[config.mk]
export PLATFORM = sky130hd
export DESIGN_NAME = uart_tx
export DESIGN_NICKNAME = d
export VERILOG_FILES = /design/src/rtl/uart_pkg.sv /design/src/rtl/uart_baud_cnt.sv /design/src/rtl/uart_tx.sv
export SDC_FILE = /design/constraint.sdc
export NUM_CORES = 1
export LEC_CHECK = 0
export CORE_ASPECT_RATIO = 1.2
export CORE_MARGIN = 5
export CORE_UTILIZATION = 50
export DETAILED_ROUTE_END_ITERATION = 12
export DONT_BUFFER_PORTS = 1
export GPL_TIMING_DRIVEN = 0
export SKIP_LAST_GASP = 1
export SLEW_MARGIN = 10
export SYNTH_ARGS = -nofsm -noshare
export SYNTH_HDL_FRONTEND = slang
export SYNTH_SLANG_ARGS = --single-unit
[constraint.sdc]
create_clock -name clk -period 4.7 [get_ports clk]
set_input_delay 0.705 -clock clk [delete_from_list [all_inputs] [get_ports clk]]
set_output_delay 0.705 -clock clk [all_outputs]
set_load 0.05 [all_outputs]
[src/rtl/uart_pkg.sv]
`default_nettype none
// +------------------------------------------------------------------+
// | Module      : uart_pkg                                           |
// | Description : Shared UART constants, FSM state encoding and      |
// |               parity helper for transmitter and receiver.        |
// | Revision    : 1.0 - initial release                              |
// +------------------------------------------------------------------+
package uart_pkg;

    localparam int UART_DATA_W       = 8;
    localparam int UART_CLKS_PER_BIT = 15;

    typedef enum logic [2:0] {
        ST_IDLE   = 3'd0,
        ST_START  = 3'd1,
        ST_DATA   = 3'd2,
        ST_PARITY = 3'd3,
        ST_STOP   = 3'd4
    } uart_state_e;

    // Even parity is the XOR of the data bits; odd parity inverts it.
    function automatic logic uart_parity(input logic [UART_DATA_W-1:0] data,
                                         input logic                   odd);
        return (^data) ^ odd;
    endfunction

endpackage
`default_nettype wire

[src/rtl/uart_baud_cnt.sv]
`default_nettype none
// +------------------------------------------------------------------+
// | Module      : uart_baud_cnt                                      |
// | Description : Bit-period counter. Counts 0..CLKS_PER_BIT-1 while |
// |               enabled, ticks on the last count, held at zero     |
// |               while cleared.                                     |
// | Revision    : 1.0 - initial release                              |
// +------------------------------------------------------------------+
module uart_baud_cnt #(
    parameter  int CLKS_PER_BIT = 15,
    localparam int CNT_W        = $clog2(CLKS_PER_BIT)
) (
    input  logic             clk,
    input  logic             n_rst,
    input  logic             clr_i,
    input  logic             en_i,
    output logic             tick_o,
    output logic [CNT_W-1:0] count_o
);

    localparam logic [CNT_W-1:0] CNT_LAST = CNT_W'(CLKS_PER_BIT - 1);

    logic [CNT_W-1:0] cnt_q;
    logic [CNT_W-1:0] cnt_d;

    // Next count: clear wins, otherwise count and wrap at the last value.
    always_comb begin
        cnt_d = cnt_q;
        if (clr_i) begin
            cnt_d = '0;
        end else if (en_i) begin
            cnt_d = (cnt_q == CNT_LAST) ? '0 : cnt_q + CNT_W'(1);
        end
    end

    // Counter register.
    always_ff @(posedge clk or negedge n_rst) begin
        if (!n_rst) begin
            cnt_q <= '0;
        end else begin
            cnt_q <= cnt_d;
        end
    end

    assign tick_o  = en_i & ~clr_i & (cnt_q == CNT_LAST);
    assign count_o = cnt_q;

endmodule
`default_nettype wire

[src/rtl/uart_tx.sv]
`default_nettype none
// +------------------------------------------------------------------+
// | Module      : uart_tx                                            |
// | Description : UART transmitter with one-entry holding register,  |
// |               optional parity and 1 or 2 stop bits.              |
// | Revision    : 1.0 - initial release                              |
// +------------------------------------------------------------------+
module uart_tx
    import uart_pkg::*;
#(
    parameter int CLKS_PER_BIT = UART_CLKS_PER_BIT,
    parameter int PARITY_EN    = 0,
    parameter int PARITY_ODD   = 0,
    parameter int STOP_BITS    = 1
) (
    input  logic                   clk,
    input  logic                   n_rst,
    input  logic [UART_DATA_W-1:0] tx_data,
    input  logic                   tx_valid,
    output logic                   tx_ready,
    output logic                   txd,
    output logic                   tx_busy,
    output logic                   tx_done
);

    localparam int               CNT_W        = $clog2(CLKS_PER_BIT);
    localparam logic [CNT_W-1:0] CNT_PRE_LAST = CNT_W'(CLKS_PER_BIT - 2);
    localparam logic             PAR_ODD      = (PARITY_ODD != 0);
    localparam logic             STOP_LAST    = (STOP_BITS == 2);

    uart_state_e             state_q;
    logic [UART_DATA_W-1:0]  hold_q, hold_d;
    logic                    hold_full_q, hold_full_d;
    logic [UART_DATA_W-1:0]  shift_q;
    logic                    par_q;
    logic [2:0]              bit_idx_q;
    logic                    stop_idx_q;
    logic                    txd_q, busy_q, done_q;

    logic                    baud_tick;
    logic [CNT_W-1:0]        baud_cnt;
    logic                    in_last_stop;
    logic                    frame_end;
    logic                    load;
    logic                    accept;

    uart_baud_cnt #(
        .CLKS_PER_BIT (CLKS_PER_BIT)
    ) u_baud_cnt (
        .clk     (clk),
        .n_rst   (n_rst),
        .clr_i   (state_q == ST_IDLE),
        .en_i    (state_q != ST_IDLE),
        .tick_o  (baud_tick),
        .count_o (baud_cnt)
    );

    assign in_last_stop = (state_q == ST_STOP) && (stop_idx_q == STOP_LAST);
    assign frame_end    = in_last_stop & baud_tick;
    // A held byte starts a frame from idle or straight after the last stop cycle.
    assign load         = hold_full_q & ((state_q == ST_IDLE) | frame_end);
    assign accept       = tx_valid & ~hold_full_q;

    // Holding register next state: a new acceptance overrides the transfer out.
    always_comb begin
        hold_d      = hold_q;
        hold_full_d = hold_full_q;
        if (load) begin
            hold_full_d = 1'b0;
        end
        if (accept) begin
            hold_d      = tx_data;
            hold_full_d = 1'b1;
        end
    end

    // Holding register.
    always_ff @(posedge clk or negedge n_rst) begin
        if (!n_rst) begin
            hold_q      <= '0;
            hold_full_q <= 1'b0;
        end else begin
            hold_q      <= hold_d;
            hold_full_q <= hold_full_d;
        end
    end

    // Frame FSM with registered line, busy and done outputs.
    always_ff @(posedge clk or negedge n_rst) begin
        if (!n_rst) begin
            state_q    <= ST_IDLE;
            shift_q    <= '0;
            par_q      <= 1'b0;
            bit_idx_q  <= '0;
            stop_idx_q <= 1'b0;
            txd_q      <= 1'b1;
            busy_q     <= 1'b0;
            done_q     <= 1'b0;
        end else begin
            // Raised one cycle early so it is high during the final stop cycle.
            done_q <= in_last_stop && (baud_cnt == CNT_PRE_LAST);
            if (load) begin
                state_q    <= ST_START;
                shift_q    <= hold_q;
                par_q      <= uart_parity(hold_q, PAR_ODD);
                bit_idx_q  <= '0;
                stop_idx_q <= 1'b0;
                txd_q      <= 1'b0;
                busy_q     <= 1'b1;
            end else begin
                case (state_q)
                    ST_IDLE: begin
                        txd_q  <= 1'b1;
                        busy_q <= 1'b0;
                    end
                    ST_START: begin
                        if (baud_tick) begin
                            state_q <= ST_DATA;
                            txd_q   <= shift_q[0];
                        end
                    end
                    ST_DATA: begin
                        if (baud_tick) begin
                            if (bit_idx_q == 3'd7) begin
                                if (PARITY_EN != 0) begin
                                    state_q <= ST_PARITY;
                                    txd_q   <= par_q;
                                end else begin
                                    state_q    <= ST_STOP;
                                    txd_q      <= 1'b1;
                                    stop_idx_q <= 1'b0;
                                end
                            end else begin
                                bit_idx_q <= bit_idx_q + 3'd1;
                                shift_q   <= {1'b0, shift_q[UART_DATA_W-1:1]};
                                txd_q     <= shift_q[1];
                            end
                        end
                    end
                    ST_PARITY: begin
                        if (baud_tick) begin
                            state_q    <= ST_STOP;
                            txd_q      <= 1'b1;
                            stop_idx_q <= 1'b0;
                        end
                    end
                    ST_STOP: begin
                        if (baud_tick) begin
                            if (stop_idx_q == STOP_LAST) begin
                                state_q <= ST_IDLE;
                                busy_q  <= 1'b0;
                                txd_q   <= 1'b1;
                            end else begin
                                stop_idx_q <= 1'b1;
                            end
                        end
                    end
                    default: begin
                        state_q <= ST_IDLE;
                        txd_q   <= 1'b1;
                        busy_q  <= 1'b0;
                    end
                endcase
            end
        end
    end

    assign tx_ready = ~hold_full_q;
    assign txd      = txd_q;
    assign tx_busy  = busy_q;
    assign tx_done  = done_q;

endmodule
`default_nettype wire

**Word-level counts from Yosys, hierarchy flattened**

Cells that the tools add are included.

- Input bits: 11
- Bits in registers: 31
- Logic and storage cells: 92

- Muxes and demuxes: 40
- Reduce and logical (&&, ||, !) cells: 15
- Add/sub/neg operators: 2
- Equal/unequal tests: 16
- Bitwise gates (word level): 9

Operator list:

| operator | count |
|---|---|
| 3-bit two-way mux | 11 |
| 8-bit two-way mux | 4 |
| 1-bit two-way mux | 18 |
| 3-bit != test (second input constant) | 6 |
| 3-bit case mux with 5 select lines | 1 |
| 4-bit two-way mux | 3 |
| 5-bit AND reduction | 2 |
| 4-bit equality test (second input constant) | 2 |
| 2-bit nonzero test | 4 |
| 7-bit AND reduction | 1 |
| 3-bit by 2-bit equality test with 1-bit output (second input constant) | 2 |
| 3-bit equality test (second input constant) | 2 |
| 3-bit AND reduction | 2 |
| 1-bit bitwise AND | 5 |
| 4-bit by 1-bit adder with 4-bit output (second input constant) | 1 |
| 2-bit != test (second input constant) | 2 |
| 1-bit case mux with 4 select lines | 1 |
| 4-bit nonzero test | 1 |
| 3-bit by 1-bit adder with 3-bit output (second input constant) | 1 |
| 3-bit by 1-bit equality test with 1-bit output (second input constant) | 1 |
| 3-bit zero test | 1 |
| 1-bit inverter | 3 |
| 1-bit case mux with 3 select lines | 1 |
| 3-bit nonzero test | 1 |
| 5 further kinds | 6 |

**Depth between registers and ports, before layout**

Gate-level depths: netlist of the first run.

- Word-level depth: 9
- Gate-level depth with buffers: 6
- Depth with buffers taken out: 6

**By module**

From an unflattened synthesis of the first run, not the netlist that was laid out.

- Cell total of the unflattened synthesis: 148
- Area total of the unflattened synthesis: 1480.2 µm²

By module, submodules not included:

| module | cells each | area each (µm²) | times used | sequential area each (µm²) |
|---|---|---|---|---|
| uart_tx | 123 | 1251.2 | 1 | 651.9 |
| uart_baud_cnt | 25 | 229.0 | 1 | 100.1 |

**Least setup slack after synthesis of the first run**

OpenSTA, ideal clock, no wires.

- Path type: reg2reg
- Start: register bit_idx_q[0]
- End: register bit_idx_q[0]
- Library setup time: 125 ps
- Clock period less this slack: 1604 ps
- Path slack: 3096 ps
- Buffers on the path: 0
- Stages on the path, launching flop included: 6
- Data required time: 4575 ps
- Arrival time: 1479 ps
- Cell sequence: dfrtp_1 ha_1 ha_1 nor4_4 nor2_2 mux2_4

- Cells in the longest elaborated chain, start to end: 5

Ends and longest elaborated chain:

| element | line | source |
|---|---|---|
| start: declaration | uart_tx.sv:36 | `logic [2:0] bit_idx_q;` |
| start signal: assignment | uart_tx.sv:134 | `bit_idx_q <= bit_idx_q + 3'd1;` |
| 3-bit by 1-bit adder with 3-bit output | uart_tx.sv:134 |  |
| 3-bit two-way mux | uart_tx.sv:124 | `if (bit_idx_q == 3'd7) begin` |
| 3-bit two-way mux | uart_tx.sv:123 | `if (baud_tick) begin` |
| 3-bit two-way mux | uart_tx.sv:111 | `case (state_q)` |
| 3-bit two-way mux | uart_tx.sv:102 | `if (load) begin` |

Parallel ways exist; a longest one is shown, timed or not. The select of a mux whose other input is x is not followed.
A chain may end at the register's enable or synchronous reset.

**Final worst setup path of the first run**

- Start: register hold_full_q
- End: output tx_ready

- Cells in the longest elaborated chain, start to end: 1

Ends and longest elaborated chain:

| element | line | source |
|---|---|---|
| start: declaration | uart_tx.sv:33 | `logic hold_full_q, hold_full_d;` |
| start signal: assignment | uart_tx.sv:84 | `hold_full_q <= hold_full_d;` |
| 1-bit inverter | uart_tx.sv:168 | `assign tx_ready = ~hold_full_q;` |
| end: declaration | uart_tx.sv:20 | `output logic tx_ready,` |

No other way between the ends.

==> results of run 1 <==
registers in the layout, indices dropped and copies added (netlist names):
name                cells
u_baud_cnt.count_o      4
hold_full_q             1
shift_q                 8
bit_idx_q               3
tx_busy                 1
tx_done                 1
state_q                 3
hold_q                  8
txd                     1
where the power goes:
part / switching [uW] / total, uW / internal [uW]
clock network: 78.2 / 134 / 56.2
registers: 101 / 462 / 362
logic: 124 / 264 / 140
total: 303 / 860 / 558
worst paths after layout:
check,endpoint,slack (ns),cells past startpoint
setup / recovery,tx_ready,2.85,1
hold / removal,tx_done,0.06,0
setup reg to reg,txd,2.92,6
hold reg to reg,shift_q[6],0.49,1
max in group asynchronous,txd,4.46,0
min in group clk,shift_q[6],0.49,1
layout by cell type (no fill, tap or decap), drive strengths merged, types with 4 or more instances in the layout:
cell,count
mux2,9
a22o,7
a21o,7
nand2,8
nor2,9
buf,6
nand2b,4
dfrtp,29
a21oi,4
clkbuf,8
o21ai,6
layer usage:
layer  wire length [um]  global-route usage [%]  vias up
met5                  0                       0        -
li1                   -                       -      431
met2               1120                    22.5       20
met4                 67                    8.70        0
met1               1000                    15.0      445
met3                132                    6.60        7
logic make-up (layout without fill, tap and decap cells):
kind of cell	after synthesis	count (layout)	share of synthesized area, %
XOR/XNOR	1	1	0.620
flip-flops	30	30	53.2
AND/OR/NAND/NOR	35	35	16.0
buffers and inverters	9	16	3.98
AO/OA/AOI/OAI	30	30	17.0
multiplexers	9	9	7.43
adder cells (fa/ha/maj)	2	2	1.77
area by class of cell:
class | count | area [um^2] | share of cell area, %
buffer | 7 | 48.8 | 3.25
clock buffer | 7 | 45.0 | 3.00
inverter | 2 | 7.51 | 0.500
multi-input combinational | 77 | 606 | 40.3
sequential | 30 | 752 | 50.1
tap | 34 | 42.5 | 2.83
through the flow:
stage / instance area (um^2) / power, uW / hold slack [ns] / setup slack [ns]
2_1_floorplan: 1410 / 684 / 0.409 / 3.10
3_3_place_gp: 1460 / 723 / 0.410 / 2.93
3_5_place_dp: 1460 / 735 / 0.410 / 2.91
4_1_cts: 1500 / 875 / 0.0440 / 2.83
5_1_grt: 1500 / 929 / 0.0269 / 2.73
6_report: 1500 / 860 / 0.0636 / 2.85
==> Implementation_results.wiki, run 1 <==
{| class="wikitable"
! Metric !! Value
|-
| Arrival time worst endpoint || between 1 and 1.5 ns
|-
| Total vias in the final route || 903
|-
| Resized cells post-CTS || 0
|-
| Fmax || 540 MHz
|-
| End-of-flow core utilization || around 54%
|-
| DRC violation total after the first TritonRoute iteration || 15
|-
| Slowest cell on crit path || sky130_fd_sc_hd__dfrtp_1
|-
| Setup Viol. Count Final || 0
|-
| Area share of the leading cell type in the synthesized netlist || between 50 and 60%
|-
| Number of setup buffers added after CTS || 0
|-
| Post-Place Cells || 150
|-
| Total Die Area || approximately 4000 um^2
|-
| Die Span Y || slightly below 70 um
|-
| Startpoint type of the worst setup path || register
|-
| Chip Width || 58.5 um
|-
| Max-slew violation total from the final report || 0
|-
| Clock-pin slew of the registers on the worst-case setup and hold paths || roughly 0.080 ns
|-
| Share of flip-flops with an asynchronous set or reset after synthesis || 100%
|-
| Number of top-level pins || 15
|-
| Area delta synth->final || 6.19%
|-
| Sequential cell area fraction in the yosys report || 53.2%
|-
| Leading post-synthesis cells by instance count || sky130_fd_sc_hd__dfrtp_1 (29), sky130_fd_sc_hd__mux2_2 (8), sky130_fd_sc_hd__nand2_1 (8), sky130_fd_sc_hd__nor2_1 (8), sky130_fd_sc_hd__a21o_2 (7)
|-
| Unique cell type count in the Yosys netlist || 39
|-
| Drt via density || approximately 5.8
|-
| RSZ-0062 raised after global routing || no
|-
| Count leader, synth || sky130_fd_sc_hd__dfrtp_1
|-
| Core area || about 2800 um^2
|-
| Syn_nets || between 100 and 150
|-
| Source-to-sink clock delay at the later pin of the worst-skew pair || about 0.32 ns
|-
| Global-route wire length before repair || around 4000 um
|-
| CTS Buf Count || 5
|-
| PortBufs || 0
|-
| Gate Count Post-Synth || between 100 and 150
|-
| Total congestion overflow after global routing || 0
|-
| Cell taking the most area after synthesis || sky130_fd_sc_hd__dfrtp_1
|-
| Leak Pwr || roughly 0.00068 uW
|-
| Maximum net fanout on the critical path || 4
|-
| PwrDens || 573 nW/um^2
|-
| First drt pass iteration count || 4
|-
| Remaining antenna violation count after routing || 0
|-
| Worst path required time || 3.99 ns
|-
| Global Route Usage Sum || 14.1%
|-
| Number of buffers on the longest clock path || 2
|-
| Number of nets in the finished design || roughly 140
|-
| Worst R2R Start || bit_idx_q[0]
|-
| Worst min-delay path category || in2async
|-
| Clock tree root buffer cell || sky130_fd_sc_hd__clkbuf_4
|-
| Hold violation count in the final report || 0
|-
| Skew final || 0.00612 ns
|-
| Weighted congestion reported at the end of routability-driven placement || ~0.7
|-
| Crit Path Category || reg2out
|-
| Critical path buffers and inverters || 1
|-
| Antenna cells || 0
|-
| Placement row count || 21
|-
| Post-CTS Hold Buffers || 0
|-
| Initial Util || 51.2%
|-
| Seq cells post-synth || 30
|-
| Critical Path Source || hold_full_q
|-
| Setup TNS || 0 ns
|-
| YS warnings || 0
|-
| Number of flops mapped to enable cells by yosys || 0
|-
| Clock tree from TritonCTS || yes
|-
| DRC errors left || 0
|-
| Setup crit end kind || output port
|-
| Kind of cell adding the most delay to the critical path || flip-flops
|-
| H-tree levels || 2
|-
| Status || finished clean
|-
| Drt wl/cell || approximately 15 um
|-
| Max Cap Viol || 0
|-
| HPWL after DPL || approximately 1600 um
|-
| Total standard cell area after synthesis || 1410 um^2
|-
| Worst Max-Slew Pin Slew || 0.510 ns
|-
| Worst supply voltage drop on vdd || 250 uV
|-
| Top_reg_cell synth || sky130_fd_sc_hd__dfrtp_1
|-
| Total number of clock tree sinks || 30
|-
| Final std cells w/o fill || between 150 and 200
|-
| Final worst path period share || between 30% and 40%
|-
| Critical-path cell list || inv_1
|-
| Fraction of layout cells with a size suffix above 1 || 30.1%
|-
| Largest incremental delay on the critical path || 0.42 ns
|-
| Maximum number of pins on one net before global-route repair || 31
|-
| DRT Wirelength || ~2300 um
|-
| Per-instance average area after synthesis || 12.2 um^2
|-
| Dominant cells by area after synthesis || sky130_fd_sc_hd__dfrtp_1 (51%), sky130_fd_sc_hd__mux2_2 (6.4%), sky130_fd_sc_hd__a21o_2 (4.3%)
|-
| Fillers || 264
|-
| Antenna violations before repair || 0
|-
| Via count of the first global-routing pass || 915
|-
| Tightest slew margin relative to the limit || between 60% and 70%
|-
| Minimum clock period after layout || about 1.9 ns
|}
Note: power is estimated with default switching activity, not from simulation.
==> inputs of run 2 (changes only) <==
- clock period: 4.7 -> 1.95 ns (I/O delays scaled with it)
==> run 2 against run 1 <==
- via count up 0.55%
- final cell count up 1.3%
- clock skew up 0.0013 ns
- first-iteration DRC count down 27%
- largest cell class unchanged
==> Implementation_results.wiki, run 2 (synthesis gave the netlist of run 1 again) <==
{| class="wikitable"
! Metric !! Value
|-
| Total Die Area || 4000 um^2 (unchanged)
|-
| Global-route wire length before repair || 4050 um (+0.70%)
|-
| Via count of the first global-routing pass || 924 (+0.98%)
|-
| Most used cell along the critical path || sky130_fd_sc_hd__ha_1
|-
| Fmax || about 570 MHz
|-
| Worst Max-Slew Pin Slew || 0.510 ns (+0.000478 ns)
|-
| Core area || 2760 um^2 (unchanged)
|-
| Max-slew violation total from the final report || 0 (unchanged)
|-
| Worst min-delay path category || in2reg
|-
| Total number of clock tree sinks || 30 (unchanged)
|-
| Status || finished clean
|-
| DRC violation total after the first TritonRoute iteration || 11 (-4)
|-
| Number of nets in the finished design || 138 (+1.5%)
|-
| Fraction of layout cells with a size suffix above 1 || 30.4% (+0.32 points)
|-
| Antenna violations before repair || 0 (unchanged)
|-
| First drt pass iteration count || 4 (unchanged)
|-
| Clock-pin slew of the registers on the worst-case setup and hold paths || 0.08 ns (about the same)
|-
| Final worst path period share || between 90% and 100%
|-
| DRT Wirelength || 2340 um (+0.95%)
|-
| H-tree levels || 2 (unchanged)
|-
| Area delta synth->final || 8.41%
|-
| Total vias in the final route || 908 (+0.55%)
|-
| HPWL after DPL || 1630 um (unchanged)
|-
| DRC errors left || 0 (unchanged)
|-
| Die Span Y || 68.3 um (unchanged)
|-
| Clock tree from TritonCTS || yes
|-
| RSZ-0062 raised after global routing || no
|-
| Setup TNS || 0 ns (unchanged)
|-
| Number of top-level pins || 15 (unchanged)
|-
| Critical-path cell list || ha_1 -> ha_1 -> nor4_4 -> nor2_2 -> mux2_4
|-
| Startpoint type of the worst setup path || register
|-
| Antenna cells || 0 (unchanged)
|-
| Slowest cell on crit path || sky130_fd_sc_hd__dfrtp_1
|-
| Chip Width || 58.5 um (unchanged)
|-
| Worst supply voltage drop on vdd || 624 uV (+150%)
|-
| Drt wl/cell || 14.7 um (-0.32%)
|-
| Clock tree root buffer cell || sky130_fd_sc_hd__clkbuf_4
|-
| Source-to-sink clock delay at the later pin of the worst-skew pair || 0.32 ns (about the same)
|-
| PwrDens || 1370 nW/um^2 (+140%)
|-
| Minimum clock period after layout || 1.77 ns
|-
| Post-layout total power || 2100 uW (+140%)
|-
| Remaining antenna violation count after routing || 0 (unchanged)
|-
| Skew final || 0.00746 ns (+0.00134 ns)
|-
| Hold violation count in the final report || 0 (unchanged)
|-
| Total congestion overflow after global routing || 0 (unchanged)
|-
| Largest incremental delay on the critical path || 0.41 ns (about the same)
|-
| Drt via density || 5.71 (-0.71%)
|-
| PortBufs || 0 (unchanged)
|-
| Crit Path Category || reg2reg
|-
| Initial Util || 51.2% (unchanged)
|-
| Most used cells in the layout excluding fill and tap cells || sky130_fd_sc_hd__dfrtp_1 (29), sky130_fd_sc_hd__nor2_1 (8), sky130_fd_sc_hd__nand2_1 (8), sky130_fd_sc_hd__mux2_2 (8), sky130_fd_sc_hd__a21o_2 (7)
|-
| CTS Buf Count || 5 (unchanged)
|-
| Arrival time worst endpoint || 1.98 ns (+0.83 ns)
|-
| Placement row count || 21 (unchanged)
|-
| Weighted congestion reported at the end of routability-driven placement || 0.720 (unchanged)
|-
| Max Cap Viol || 0 (unchanged)
|-
| Global Route Usage Sum || 14.2% (+0.080 points)
|-
| Leading cell type in the layout, fill and taps excluded || sky130_fd_sc_hd__dfrtp_1
|-
| Setup crit end kind || register
|-
| Leak Pwr || 0.000694 uW (+2.0%)
|-
| Maximum net fanout on the critical path || 8 (+4)
|-
| Worst path required time || 2.16 ns (-1.83 ns)
|-
| Number of buffers on the longest clock path || 2 (unchanged)
|-
| Tightest slew margin relative to the limit || 66.0% (about the same)
|-
| Maximum number of pins on one net before global-route repair || 31 (unchanged)
|-
| Setup Viol. Count Final || 0 (unchanged)
|}
-- run 2: critical path: cells and delay by family, from the launching register on --
family	cells	cell delay (ns)
flip-flops	1	0.41
multiplexers	1	0.28
AND/OR/NAND/NOR	2	0.54
adder cells (fa/ha/maj)	2	0.44
-- run 2: per-stage QoR --
stage               setup WS (ns)  instances  hold slack [ns]  util (%)  area [um^2]
floorplan                   0.346        116         -0.00309         -         1410
global placement            0.175        150         -0.00204      52.8         1460
detailed placement          0.162        150         -0.00214      52.8         1460
CTS                         0.148        159           0.0761      55.5         1530
global route               0.0642        159           0.0829      55.6         1530
finish                      0.182        159           0.0918      55.6         1530
-- run 2: area by class of cell --
cell class | count | area (um^2)
Sequential cell | 30 | 752
Tap cell | 34 | 42.5
Inverter | 2 | 7.51
Clock buffer | 7 | 45.0
Timing Repair Buffer | 2 | 30.0
Fill cell | 261 | 1230
Multi-Input combinational cell | 77 | 607
Buffer | 7 | 48.8
-- run 2: timing repair --
| action | CTS | global route |
|---|---|---|
| gates resized for setup | 0 | 1 |
| endpoints found under the setup margin | 0 | 1 |
| endpoints found under the hold margin | 30 | 0 |
| hold buffers | 2 | 0 |
| setup buffers | 0 | 0 |
-- run 2: power breakdown --
| part | total [uW] | internal, uW | switching [uW] |
|---|---|---|---|
| logic | 656 | 346 | 310 |
| clock network | 325 | 136 | 190 |
| registers | 1110 | 872 | 243 |
| total | 2100 | 1350 | 743 |
-- run 2: worst paths after layout --
path / end / from / slack [ns] / depth (start not counted)
max in group asynchronous: txd / n_rst / 1.32 / 2
max: bit_idx_q[0] / bit_idx_q[0] / 0.18 / 5
max reg2reg: bit_idx_q[0] / bit_idx_q[0] / 0.18 / 5
min reg2reg: shift_q[6] / shift_q[6] / 0.49 / 1
min in group asynchronous: tx_done / n_rst / 0.40 / 2
min: hold_full_q / tx_valid / 0.09 / 2
-- run 2: routing by layer --
layer	share of wire (%)	track usage (%)
met5	0	0
met4	2.9	8.70
met3	5.5	6.42
met2	49	22.6
met1	43	15.2
==> inputs of run 3 (changes only) <==
- MAX_ROUTING_LAYER: unset -> met4
==> run 3 against run 2 <==
- power hardly changed
- critical path depth did not move
- clock power hardly changed
- critical path type unchanged
- critical endpoint unchanged
- largest power group unchanged
==> Implementation_results.wiki, run 3 (synthesis gave the netlist of run 1 again) <==
{| class="wikitable"
! Metric !! Value
|-
| Global Route Usage Sum || 14.6% (+0.41 points)
|-
| Number of setup buffers added after CTS || 0 (unchanged)
|-
| Total number of clock tree sinks || 30 (unchanged)
|-
| Chip Width || 58.5 um (unchanged)
|-
| Drt wl/cell || 14.7 um (about the same)
|-
| Worst min-delay path category || in2reg
|-
| Fraction of layout cells with a size suffix above 1 || 30.4% (unchanged)
|-
| Weighted congestion reported at the end of routability-driven placement || 0.728 (+1.2%)
|-
| DRT Wirelength || 2340 um (about the same)
|-
| Global-route wire length before repair || 4050 um (unchanged)
|-
| Startpoint type of the worst setup path || register
|-
| Worst supply voltage drop on vdd || 624 uV (about the same)
|-
| Area delta synth->final || 8.41% (unchanged)
|-
| Number of top-level pins || 15 (unchanged)
|-
| Critical Path Source || bit_idx_q[0]
|-
| Total congestion overflow after global routing || 0 (unchanged)
|-
| First drt pass iteration count || 4 (unchanged)
|-
| Hold violation count in the final report || 0 (unchanged)
|-
| Final worst path period share || 90.6% (about the same)
|-
| Clock tree from TritonCTS || yes
|-
| Critical-path cell list || ha_1 -> ha_1 -> nor4_4 -> nor2_2 -> mux2_4
|-
| Initial Util || 51.2% (unchanged)
|-
| Maximum number of pins on one net before global-route repair || 31 (unchanged)
|-
| Arrival time worst endpoint || 1.98 ns (about the same)
|-
| Drt via density || 5.71 (unchanged)
|-
| Die Span Y || 68.3 um (unchanged)
|-
| Setup Viol. Count Final || 0 (unchanged)
|-
| H-tree levels || 2 (unchanged)
|-
| Number of nets in the finished design || 138 (unchanged)
|-
| Worst path required time || 2.16 ns (about the same)
|-
| Clock tree root buffer cell || sky130_fd_sc_hd__clkbuf_4
|-
| Leading cell type in the layout, fill and taps excluded || sky130_fd_sc_hd__dfrtp_1
|-
| Remaining antenna violation count after routing || 0 (unchanged)
|-
| DRC errors left || 0 (unchanged)
|-
| Placement row count || 21 (unchanged)
|-
| HPWL after DPL || 1630 um (unchanged)
|-
| Skew final || 0.00746 ns (+0.000000110 ns)
|-
| PwrDens || 1370 nW/um^2 (about the same)
|-
| PortBufs || 0 (unchanged)
|-
| Core area || 2760 um^2 (unchanged)
|-
| Maximum net fanout on the critical path || 8 (unchanged)
|-
| Via count of the first global-routing pass || 924 (unchanged)
|-
| Total vias in the final route || 908 (unchanged)
|-
| Max-slew violation total from the final report || 0 (unchanged)
|-
| Most used cell along the critical path || sky130_fd_sc_hd__ha_1
|-
| Max Cap Viol || 0 (unchanged)
|-
| Antenna violations before repair || 0 (unchanged)
|-
| Worst hold path startpoint || tx_valid
|-
| Worst Max-Slew Pin Slew || 0.510 ns (unchanged)
|-
| Clock-pin slew of the registers on the worst-case setup and hold paths || 0.08 ns (about the same)
|-
| Setup crit end kind || register
|-
| Fillers || 261 (unchanged)
|-
| Status || finished clean
|-
| Minimum clock period after layout || 1.77 ns (+0.00000100 ns)
|-
| DRC violation total after the first TritonRoute iteration || 11 (unchanged)
|-
| Worst R2R Start || bit_idx_q[0]
|-
| Leak Pwr || 0.000694 uW (unchanged)
|-
| CTS Buf Count || 5 (unchanged)
|-
| Source-to-sink clock delay at the later pin of the worst-skew pair || 0.32 ns (about the same)
|-
| Kind of cell adding the most delay to the critical path || simple AND/OR/NAND/NOR gates
|-
| Critical path buffers and inverters || 0 (unchanged)
|-
| Fmax || 566 MHz (unchanged)
|-
| Slowest cell on crit path || sky130_fd_sc_hd__dfrtp_1
|-
| Crit Path Category || reg2reg
|-
| Setup TNS || 0 ns (unchanged)
|-
| RSZ-0062 raised after global routing || no
|-
| Total Die Area || 4000 um^2 (unchanged)
|-
| Number of buffers on the longest clock path || 2 (unchanged)
|-
| Antenna cells || 0 (unchanged)
|-
| Largest incremental delay on the critical path || 0.41 ns (about the same)
|-
| Most used cells in the layout excluding fill and tap cells || sky130_fd_sc_hd__dfrtp_1 (29), sky130_fd_sc_hd__nor2_1 (8), sky130_fd_sc_hd__nand2_1 (8), sky130_fd_sc_hd__mux2_2 (8), sky130_fd_sc_hd__a21o_2 (7)
|-
| Worst-case hold slack || 0.0918 ns (-0.0000641 ns)
|-
| Tightest slew margin relative to the limit || 66.0% (unchanged)
|}
run 3: cell counts in the layout (fill, tap and decap cells not counted):
No cell type changed its count.
run 3: repair_timing:
action	CTS	global route
resized for setup	0	1
hold buffers	2	0
setup endpoints to repair	0	1
hold endpoints to repair	30	0
run 3: layer usage:
layer / GRT usage (%) / up-vias / wire [um]
met5: - / - / 0
met4: 8.70 / 0 / 67
met3: 6.42 / 7 / 129
met2: 22.6 / 20 / 1150
met1: 15.2 / 446 / 997
li1: - / 435 / -
run 3: worst paths after layout:
check                               end  slack, ns  cells past startpoint
setup reg to reg           bit_idx_q[0]       0.18                      5
max in group asynchronous           txd       1.32                      2
hold reg to reg              shift_q[6]       0.49                      1
hold / removal              hold_full_q       0.09                      2
setup / recovery           bit_idx_q[0]       0.18                      5
min in group asynchronous       tx_done       0.40                      2
run 3: stage by stage:
stage	worst slack [ns]	instance area, um^2	util (%)	power [uW]	instances
floorplan	0.346	1410	-	1650	116
global route	0.0642	1530	55.6	2260	159
detailed placement	0.162	1460	52.8	1770	150
global placement	0.175	1460	52.8	1740	150
CTS	0.148	1530	55.5	2130	159
finish	0.182	1530	55.6	2100	159
run 3: layout make-up:
class	instances	area, um^2	area share, %
Buffer	7	48.8	3.18
Clock buffer	7	45.0	2.94
Inverter	2	7.51	0.490
Multi-Input combinational cell	77	607	39.6
Sequential cell	30	752	49.1
Tap cell	34	42.5	2.78
Timing Repair Buffer	2	30.0	1.96
run 3: report_power, final:
group	internal, uW	switching, uW	leakage, uW	total [uW]
registers	872	243	0.000370	1110
logic	346	310	0.000299	656
clock network	136	190	0.0000254	325
total	1350	743	0.000694	2100
